==> config.mk <==
export PLATFORM = sky130hd
export DESIGN_NAME = alu_seq_ctrl
export DESIGN_NICKNAME = d
export VERILOG_FILES = /design/src/rtl/alu_pkg.sv /design/src/rtl/frame_timer.sv /design/src/rtl/alu_seq_ctrl.sv
export SDC_FILE = /design/constraint.sdc
export NUM_CORES = 1
export LEC_CHECK = 0
export ABC_AREA = 1
export CORE_UTILIZATION = 50
export CTS_BUF_LIST = sky130_fd_sc_hd__clkbuf_16
export DETAILED_ROUTE_END_ITERATION = 8
export PLACE_DENSITY = 0.81
export SLEW_MARGIN = 20
export SYNTH_ARGS = -nofsm -noshare
export SYNTH_HDL_FRONTEND = slang
export SYNTH_SLANG_ARGS = --single-unit
==> constraint.sdc <==
create_clock -name i_clock -period 2.2 [get_ports i_clock]
set_input_delay 0.44 -clock i_clock [delete_from_list [all_inputs] [get_ports i_clock]]
set_output_delay 0.44 -clock i_clock [all_outputs]
set_load 0.02 [all_outputs]
==> src/rtl/alu_pkg.sv <==
// Shared ALU opcodes and sequencer state encoding.
// Used by the ALU and by the serial frame sequencer.
package alu_pkg;

  localparam logic [5:0] ADD = 6'h20;
  localparam logic [5:0] SUB = 6'h22;
  localparam logic [5:0] AND = 6'h24;
  localparam logic [5:0] OR  = 6'h25;
  localparam logic [5:0] XOR = 6'h26;
  localparam logic [5:0] SRA = 6'h03;
  localparam logic [5:0] SRL = 6'h02;
  localparam logic [5:0] NOR = 6'h27;

  typedef enum logic [2:0] {
    WAIT_OP1 = 3'd0,
    WAIT_OP2 = 3'd1,
    WAIT_OPC = 3'd2,
    EXEC     = 3'd3,
    SEND     = 3'd4,
    WAIT_TX  = 3'd5
  } state_t;

endpackage

==> src/rtl/frame_timer.sv <==
// Idle-cycle counter between bytes of one frame.
// Saturates instead of wrapping; expired only while enabled.
module frame_timer #(
  parameter int TIMEOUT_CYC = 100000
) (
  input  logic i_clock,
  input  logic i_reset,
  input  logic clear,
  input  logic enable,
  output logic expired
);

  localparam int CW = (TIMEOUT_CYC > 1) ? $clog2(TIMEOUT_CYC) : 1;
  localparam logic [CW-1:0] LAST = CW'(TIMEOUT_CYC - 1);

  logic [CW-1:0] cnt_q, cnt_d;

  always_comb begin
    cnt_d = cnt_q;
    if (clear) begin
      cnt_d = '0;
    end else if (enable && (cnt_q != '1)) begin
      cnt_d = cnt_q + CW'(1);
    end
  end

  always_ff @(posedge i_clock or posedge i_reset) begin
    if (i_reset) begin
      cnt_q <= '0;
    end else begin
      cnt_q <= cnt_d;
    end
  end

  assign expired = enable && (cnt_q == LAST);

endmodule

==> src/rtl/alu_seq_ctrl.sv <==
// Collects op1/op2/opcode bytes from the UART, drives the ALU,
// and hands the result byte to the transmitter.
module alu_seq_ctrl
  import alu_pkg::*;
#(
  parameter int BUS_LEN     = 8,
  parameter int OPCODE_LEN  = 6,
  parameter int TIMEOUT_CYC = 100000
) (
  input  logic                  i_clock,
  input  logic                  i_reset,
  input  logic [BUS_LEN-1:0]    i_rx_data,
  input  logic                  i_rx_done,
  input  logic [BUS_LEN-1:0]    i_result,
  input  logic                  i_tx_done,
  output logic [BUS_LEN-1:0]    o_ope1,
  output logic [BUS_LEN-1:0]    o_ope2,
  output logic [OPCODE_LEN-1:0] o_opcode,
  output logic [BUS_LEN-1:0]    o_tx_data,
  output logic                  o_tx_start,
  output logic                  o_busy,
  output logic                  o_error
);

  state_t state_q, state_d;

  logic [BUS_LEN-1:0]    ope1_q, ope1_d;
  logic [BUS_LEN-1:0]    ope2_q, ope2_d;
  logic [OPCODE_LEN-1:0] opcode_q, opcode_d;
  logic [BUS_LEN-1:0]    tx_data_q, tx_data_d;
  logic                  tx_start_q, tx_start_d;
  logic                  error_q, error_d;

  logic [OPCODE_LEN-1:0] op_w;
  logic                  hi_zero;
  logic                  op_valid;
  logic                  expired;
  logic                  timer_en;
  logic                  timer_clear;

  assign op_w    = i_rx_data[OPCODE_LEN-1:0];
  assign hi_zero = (i_rx_data >> OPCODE_LEN) == '0;

  // Bits above the opcode field must be zero for the byte to count.
  assign op_valid = hi_zero && (op_w inside {
    OPCODE_LEN'(ADD), OPCODE_LEN'(SUB), OPCODE_LEN'(AND),
    OPCODE_LEN'(OR),  OPCODE_LEN'(XOR), OPCODE_LEN'(SRA),
    OPCODE_LEN'(SRL), OPCODE_LEN'(NOR)
  });

  always_comb begin
    state_d    = state_q;
    ope1_d     = ope1_q;
    ope2_d     = ope2_q;
    opcode_d   = opcode_q;
    tx_data_d  = tx_data_q;
    tx_start_d = 1'b0;
    error_d    = 1'b0;
    unique case (state_q)
      WAIT_OP1: begin
        if (i_rx_done) begin
          ope1_d  = i_rx_data;
          state_d = WAIT_OP2;
        end
      end
      WAIT_OP2: begin
        if (i_rx_done) begin
          ope2_d  = i_rx_data;
          state_d = WAIT_OPC;
        end else if (expired) begin
          error_d = 1'b1;
          state_d = WAIT_OP1;
        end
      end
      WAIT_OPC: begin
        if (i_rx_done) begin
          if (op_valid) begin
            opcode_d = op_w;
            state_d  = EXEC;
          end else begin
            error_d = 1'b1;
            state_d = WAIT_OP1;
          end
        end else if (expired) begin
          error_d = 1'b1;
          state_d = WAIT_OP1;
        end
      end
      EXEC: begin
        tx_data_d  = i_result;
        tx_start_d = 1'b1;
        state_d    = SEND;
      end
      SEND: begin
        state_d = WAIT_TX;
      end
      WAIT_TX: begin
        if (i_tx_done) begin
          state_d = WAIT_OP1;
        end
      end
      default: begin
        state_d = WAIT_OP1;
      end
    endcase
  end

  always_ff @(posedge i_clock or posedge i_reset) begin
    if (i_reset) begin
      state_q    <= WAIT_OP1;
      ope1_q     <= '0;
      ope2_q     <= '0;
      opcode_q   <= '0;
      tx_data_q  <= '0;
      tx_start_q <= 1'b0;
      error_q    <= 1'b0;
    end else begin
      state_q    <= state_d;
      ope1_q     <= ope1_d;
      ope2_q     <= ope2_d;
      opcode_q   <= opcode_d;
      tx_data_q  <= tx_data_d;
      tx_start_q <= tx_start_d;
      error_q    <= error_d;
    end
  end

  assign timer_en    = (state_q == WAIT_OP2) || (state_q == WAIT_OPC);
  assign timer_clear = i_rx_done || (state_d != state_q);

  frame_timer #(
    .TIMEOUT_CYC(TIMEOUT_CYC)
  ) u_timer (
    .i_clock (i_clock),
    .i_reset (i_reset),
    .clear   (timer_clear),
    .enable  (timer_en),
    .expired (expired)
  );

  assign o_ope1     = ope1_q;
  assign o_ope2     = ope2_q;
  assign o_opcode   = opcode_q;
  assign o_tx_data  = tx_data_q;
  assign o_tx_start = tx_start_q;
  assign o_error    = error_q;
  assign o_busy     = (state_q != WAIT_OP1);

endmodule

==> flow_metrics.env, run 1 <==
export IMPL_status="completed"
export IMPL_synthArstFlopShare_pct=100
export IMPL_cts_tree="yes"
export IMPL_cap_violations=0
export IMPL_place_inst=419
export IMPL_drcViolationCount=0
export IMPL_crit_fanout=8
export IMPL_grtUsageTotal_pct=20.7
export IMPL_drt_wl_total_um=4800
export IMPL_final_antenna_net_count=0
export IMPL_clock_latency_ns=0.29
export IMPL_grt_pass1_wl_um=8330
export IMPL_cp_required_ns=2.37
export IMPL_synth_flop_cell="dfrtp_1"
export IMPL_synth_top_area_share_pct=53.3
export IMPL_pre_cts_slack_ns=0.0406
export IMPL_slew_headroom_pct=72.0
export IMPL_fillers=374
export IMPL_end_kind="flop"
export IMPL_irDropWorstVdd_uv=860
export IMPL_holdWs_ns=0.471
export IMPL_grt_pass1_vias=1930
export IMPL_dieArea_um2=5170
export IMPL_post_dp_cell_area_um2=3090
export IMPL_yosys_area_top_type="dfrtp_1"
export IMPL_design_core_area_um2=4720
export IMPL_antenna_found_initial=0
export IMPL_clk_pin_slew_ns=0.06
export IMPL_dieHeight_um=71.9
export IMPL_num_vias=2035
export IMPL_overflow=0
export IMPL_postCtsHoldBufs=0
export IMPL_syn_cell_area_um2=2440
export IMPL_setup_tns_final_ns=0
export IMPL_layout_drive_gt1_share_pct=11.7
export IMPL_synthTopCellsByArea="dfrtp_1, nand2_1, inv_1"
export IMPL_final_cells=427
export IMPL_leakage_nw=1.52
export IMPL_rsz0062_at_grt="yes"
export IMPL_r2r_setup_slack_ns=0.09
export IMPL_rows=25
export IMPL_start_util_pct=51.7
export IMPL_reg2reg_from="u_timer.cnt_q[0]$_DFFE_PP0P_"
export IMPL_viasPerCell=4.77
export IMPL_nets=381
export IMPL_synth_most_common_cell="nand2_1"
export IMPL_hold_viol=0
export IMPL_io_pins=53
export IMPL_gp_congestion=0.887
export IMPL_cts_made_buffers=5
export IMPL_synth_cell_types=22
export IMPL_port_buffer_count=52
export IMPL_dp_hpwl_um=3480
export IMPL_cts_sinks=52
export IMPL_maxClockFrequency_mhz=475
export IMPL_grt_max_degree=53
export IMPL_fin_skew_ns=0.00379
export IMPL_critPathArrivalTime_ns=2.28
export IMPL_period_needed_ns=2.11
export IMPL_cts_root_buf="clkbuf_16"
export IMPL_antennaDiodeCount=0
export IMPL_power_density_nw_per_um2=1200
export IMPL_critPathCapture="u_timer.cnt_q[5]$_DFFE_PP0P_"
export IMPL_avgSynthCellArea_um2=8.26
export IMPL_worst_slew_pin_slew_ns=0.418
export IMPL_cp_start_kind="flop"
export IMPL_worstSetupPathType="reg2reg"
export IMPL_yosysWarnings=0
export IMPL_synthTopCellsByCount="nand2_1, dfrtp_1, inv_1"
export IMPL_syn_to_final_growth_pct=33.0
export IMPL_synth_seq_cells=52
export IMPL_synthCells=296
export IMPL_finalSetupViolCount=0
export IMPL_crit_start="u_timer.cnt_q[0]$_DFFE_PP0P_"
export IMPL_htree_levels=2
export IMPL_holdCritPathClass="reg2reg"
export IMPL_synth_edf_count=0
export IMPL_fin_crit_sh_pct=95.7
export IMPL_wl_per_cell_um=11.2
export IMPL_maxSlewViolCount=0
export IMPL_seq_area_frac_synth_pct=53.3
export IMPL_fin_ws_ns=0.0943
export IMPL_r2r_cells=12
export IMPL_drtIter0Drc=77
export IMPL_clockBufferDepth=2
export IMPL_r2r_end="u_timer.cnt_q[5]$_DFFE_PP0P_"
export IMPL_drtPass1Iterations=6
export IMPL_die_width_um=71.9
export IMPL_syn_nets=318
export IMPL_final_area_um2=3250
-- timing repair --
action                     CTS  global route
setup endpoints to repair    0             8
buffers inserted             0             0
resized for setup            0             3
-- layer usage --
metal  global-route usage [%]  routed length [µm]  vias to the layer above
met3                     6.25                 294                        8
met5                        0                   0                        -
li1                         -                   -                     1037
met2                     33.9                2280                       45
met4                     5.88                  64                        0
met1                     27.1                2170                      945
-- worst min-delay path by stage --
stage,start,end,slack [ns],cells after the start
after floorplan,u_timer.cnt_q[9]$_DFFE_PP0P_,u_timer.cnt_q[9]$_DFFE_PP0P_,0.54,2
after global placement,o_opcode[3]$_DFFE_PP0P_,o_opcode[3]$_DFFE_PP0P_,0.45,2
after detailed placement,o_opcode[3]$_DFFE_PP0P_,o_opcode[3]$_DFFE_PP0P_,0.46,2
after CTS,o_tx_data[1]$_DFFE_PP0P_,o_tx_data[1]$_DFFE_PP0P_,0.47,2
after global routing,o_opcode[4]$_DFFE_PP0P_,o_opcode[4]$_DFFE_PP0P_,0.50,2
final,o_opcode[3]$_DFFE_PP0P_,o_opcode[3]$_DFFE_PP0P_,0.47,2
-- worst max-delay path, cell delays in order, from the launching register on --
cell     delay [ns]
dfrtp_1        0.38
ha_1           0.18
nand3_1        0.10
inv_1          0.08
nand4_1        0.14
nor3_2         0.22
ha_1           0.19
inv_1          0.04
nand2_2        0.12
inv_1          0.16
nand4_1        0.13
xor2_1         0.20
nor2_2         0.06
-- logic make-up after synthesis --
group / synth area share, %
AO/OA/AOI/OAI: 6.25
adder cells (fa/ha/maj): 1.02
AND/OR/NAND/NOR: 28.1
buffers and inverters: 7.42
flip-flops: 53.3
XOR/XNOR: 3.94
-- sequential cells by signal, indices dropped and copies added (netlist names) --
register       count
u_timer.cnt_q     17
o_ope1             8
o_ope2             8
o_tx_data          8
o_opcode           6
state_q            3
o_error            1
o_tx_start         1
-- through the flow --
step	total power, mW	util (%)
after floorplan	2.44	-
after global placement	3.14	65.5
after detailed placement	3.17	65.5
after CTS	3.93	68.5
after global routing	4.18	68.8
final	3.90	68.8
-- power by group --
group | internal [mW] | total, mW | switching [mW]
Sequential | 1.23 | 1.39 | 0.163
Combinational | 0.731 | 1.76 | 1.03
Clock | 0.419 | 0.745 | 0.326
Total | 2.38 | 3.90 | 1.52
-- layout by cell type (no fill, tap or decap), types with 5 or more instances in the layout --
master,n
o21ai_0,26
nor2_1,29
clkbuf_16,5
inv_1,34
clkdlybuf4s50_1,52
nand2_1,86
xor2_1,11
dfrtp_1,52
nor2_2,12
buf_4,8
nand3_1,17
-- cell type report --
class                           count  area (µm²)  share of cell area, %
Tap cell                           67        83.8                   2.58
Clock inverter                      3        18.8                  0.578
Clock buffer                        5         125                   3.85
Timing Repair Buffer               61         601                   18.5
Sequential cell                    52        1300                   40.0
Inverter                           39         146                   4.51
Multi-Input combinational cell    200         973                   30.0
No activity file was read; power rests on OpenSTA's default activity.
==> inputs of run 2 (changes only) <==
==> constraint.sdc (replaced) <==
create_clock -name i_clock -period 2.35 [get_ports i_clock]
set_input_delay 0.47 -clock i_clock [delete_from_list [all_inputs] [get_ports i_clock]]
set_output_delay 0.47 -clock i_clock [all_outputs]
set_load 0.02 [all_outputs]
==> run 2 against run 1 <==
Sequential share of layout area is 0.19 points higher. Hold slack got worse by 0.0034 ns. Highest routed layer unchanged. Via count is 3.1% higher. Largest cell class unchanged. Die area unchanged. Flip-flop and latch count unchanged. Critical endpoint unchanged. Final cell count decreased by 0.70%.
==> flow_metrics.env, run 2 (same netlist as run 1, synthesis figures left out) <==
export IMPL_grtUsageTotal_pct=22.4
export IMPL_cts_tree="yes"
export IMPL_r2r_setup_slack_ns=0.13
export IMPL_fin_skew_ns=0.00597
export IMPL_clock_latency_ns=0.29
export IMPL_num_vias=2099
export IMPL_syn_to_final_growth_pct=32.4
export IMPL_drcViolationCount=0
export IMPL_final_common_cell="nand2_1"
export IMPL_hold_viol=0
export IMPL_setup_tns_final_ns=0
export IMPL_antennaDiodeCount=0
export IMPL_start_util_pct=51.7
export IMPL_drtIter0Drc=112
export IMPL_max_stage_delay_ns=0.39
export IMPL_critPathArrivalTime_ns=2.39
export IMPL_holdWs_ns=0.468
export IMPL_slew_headroom_pct=69.0
export IMPL_place_inst=416
export IMPL_largest_reg_flops=17
export IMPL_fin_crit_sh_pct=94.4
export IMPL_fin_ws_ns=0.132
export IMPL_final_area_um2=3230
export IMPL_period_needed_ns=2.22
export IMPL_hold_path_end="o_tx_data[7]$_DFFE_PP0P_"
export IMPL_hold_depth=2
export IMPL_clk_pin_slew_ns=0.06
export IMPL_ctsResizeCount=0
export IMPL_cp_start_kind="flop"
export IMPL_cap_violations=0
export IMPL_gp_congestion=0.924
export IMPL_fillers=376
export IMPL_reg2reg_from="u_timer.cnt_q[1]$_DFFE_PP0P_"
export IMPL_rows=25
export IMPL_finalSetupViolCount=0
export IMPL_maxClockFrequency_mhz=451
export IMPL_rsz0062_at_grt="no"
export IMPL_cts_root_buf="clkbuf_16"
export IMPL_cts_made_buffers=5
export IMPL_worstSetupPathType="reg2reg"
export IMPL_cts_sinks=52
export IMPL_cts_setup_buffers=0
export IMPL_dp_hpwl_um=3760
export IMPL_top_register="u_timer.cnt_q"
export IMPL_post_dp_cell_area_um2=3070
export IMPL_grt_max_degree=35
export IMPL_r2r_cells=12
export IMPL_holdCritPathClass="reg2reg"
export IMPL_die_width_um=71.9
export IMPL_port_buffer_count=52
export IMPL_htree_levels=2
export IMPL_grt_pass1_vias=1998
export IMPL_antenna_found_initial=0
export IMPL_dieHeight_um=71.9
export IMPL_wl_per_cell_um=12.7
export IMPL_end_kind="flop"
export IMPL_pre_cts_slack_ns=0.149
export IMPL_status="completed"
export IMPL_crit_fanout=8
export IMPL_cp_common_cell="inv_1"
export IMPL_min_from="o_tx_data[7]$_DFFE_PP0P_"
export IMPL_final_antenna_net_count=0
export IMPL_io_pins=53
export IMPL_irDropWorstVdd_uv=828
export IMPL_maxSlewViolCount=0
export IMPL_overflow=0
export IMPL_design_core_area_um2=4720
export IMPL_drt_wl_total_um=5410
export IMPL_slowest_stage="dfrtp_1"
export IMPL_clockBufferDepth=2
export IMPL_grt_pass1_wl_um=8960
export IMPL_cp_required_ns=2.52
export IMPL_final_cell_mix="nand2_1, clkdlybuf4s50_1, dfrtp_1"
export IMPL_r2r_end="u_timer.cnt_q[5]$_DFFE_PP0P_"
export IMPL_layout_drive_gt1_share_pct=10.1
export IMPL_nets=378
export IMPL_power_density_nw_per_um2=1160
export IMPL_postCtsHoldBufs=0
export IMPL_leakage_nw=1.52
export IMPL_path_cells="ha_1 -> nand3_1 -> inv_1 -> nand4_1 -> nor3_1 -> ha_1 -> inv_1 -> nand2_2 -> inv_1 -> nand4_1 -> xor2_1 -> nor2_2"
export IMPL_viasPerCell=4.95
export IMPL_worst_slew_pin_slew_ns=0.462
export IMPL_drtPass1Iterations=4
export IMPL_final_cells=424
export IMPL_dieArea_um2=5170
[run 2: cell count changes in the layout (fill, tap and decap cells not counted)]
cell	change
nor3_2	-1
buf_4	-3
nor2_1	+1
nor2_4	-1
inv_1	+1
nor3_1	+1
bufinv_16	+1
clkinv_2	-1
clkinv_4	-1
[run 2: report_power, final]
group          internal [mW]  leakage (nW)  switching [mW]
clock network          0.497        0.0850           0.308
logic                  0.649         0.752           0.986
registers               1.15         0.683           0.159
total                   2.29          1.52            1.45
[run 2: worst max path at each step]
| stage | slack [ns] | end | from | depth (start not counted) |
|---|---|---|---|---|
| floorplan | 0.50 | u_timer.cnt_q[5]$_DFFE_PP0P_ | u_timer.cnt_q[0]$_DFFE_PP0P_ | 12 |
| global placement | 0.22 | u_timer.cnt_q[13]$_DFFE_PP0P_ | i_rx_data[1] | 11 |
| detailed placement | 0.15 | u_timer.cnt_q[12]$_DFFE_PP0P_ | i_rx_data[1] | 11 |
| CTS | 0.18 | u_timer.cnt_q[5]$_DFFE_PP0P_ | u_timer.cnt_q[1]$_DFFE_PP0P_ | 12 |
| global route | 0.004 | u_timer.cnt_q[2]$_DFFE_PP0P_ | u_timer.cnt_q[0]$_DFFE_PP0P_ | 12 |
| finish | 0.13 | u_timer.cnt_q[5]$_DFFE_PP0P_ | u_timer.cnt_q[1]$_DFFE_PP0P_ | 12 |
[run 2: cell type report]
class / count / area [µm²] / share of cell area, %
Tap cell: 67 / 83.8 / 2.59
Clock inverter: 3 / 38.8 / 1.20
Timing Repair Buffer: 58 / 578 / 17.9
Sequential cell: 52 / 1300 / 40.2
Multi-Input combinational cell: 200 / 961 / 29.7
Clock buffer: 5 / 125 / 3.87
Inverter: 39 / 146 / 4.53
[run 2: critical path: cells and delay by family, from the launching register on]
family        cells  cell delay [ns]
simple gates      6             0.83
flops             1             0.39
fa+ha+maj         2             0.38
buf+inv           3             0.31
xor+xnor          1             0.20
[run 2: metrics by stage]
step,util (%),total power [mW]
6_report,68.5,3.75
5_1_grt,68.5,3.97
4_1_cts,68.5,3.77
3_5_place_dp,65.0,2.94
3_3_place_gp,65.0,2.89
2_1_floorplan,-,2.28
[run 2: per-layer routing]
metal / GRT usage, % / wire length, µm / up-vias
li1: - / - / 1041
met1: 27.5 / 2340 / 1000
met2: 39.0 / 2760 / 51
met3: 5.97 / 237 / 7
met4: 6.32 / 63 / 0
met5: 0 / 0 / -
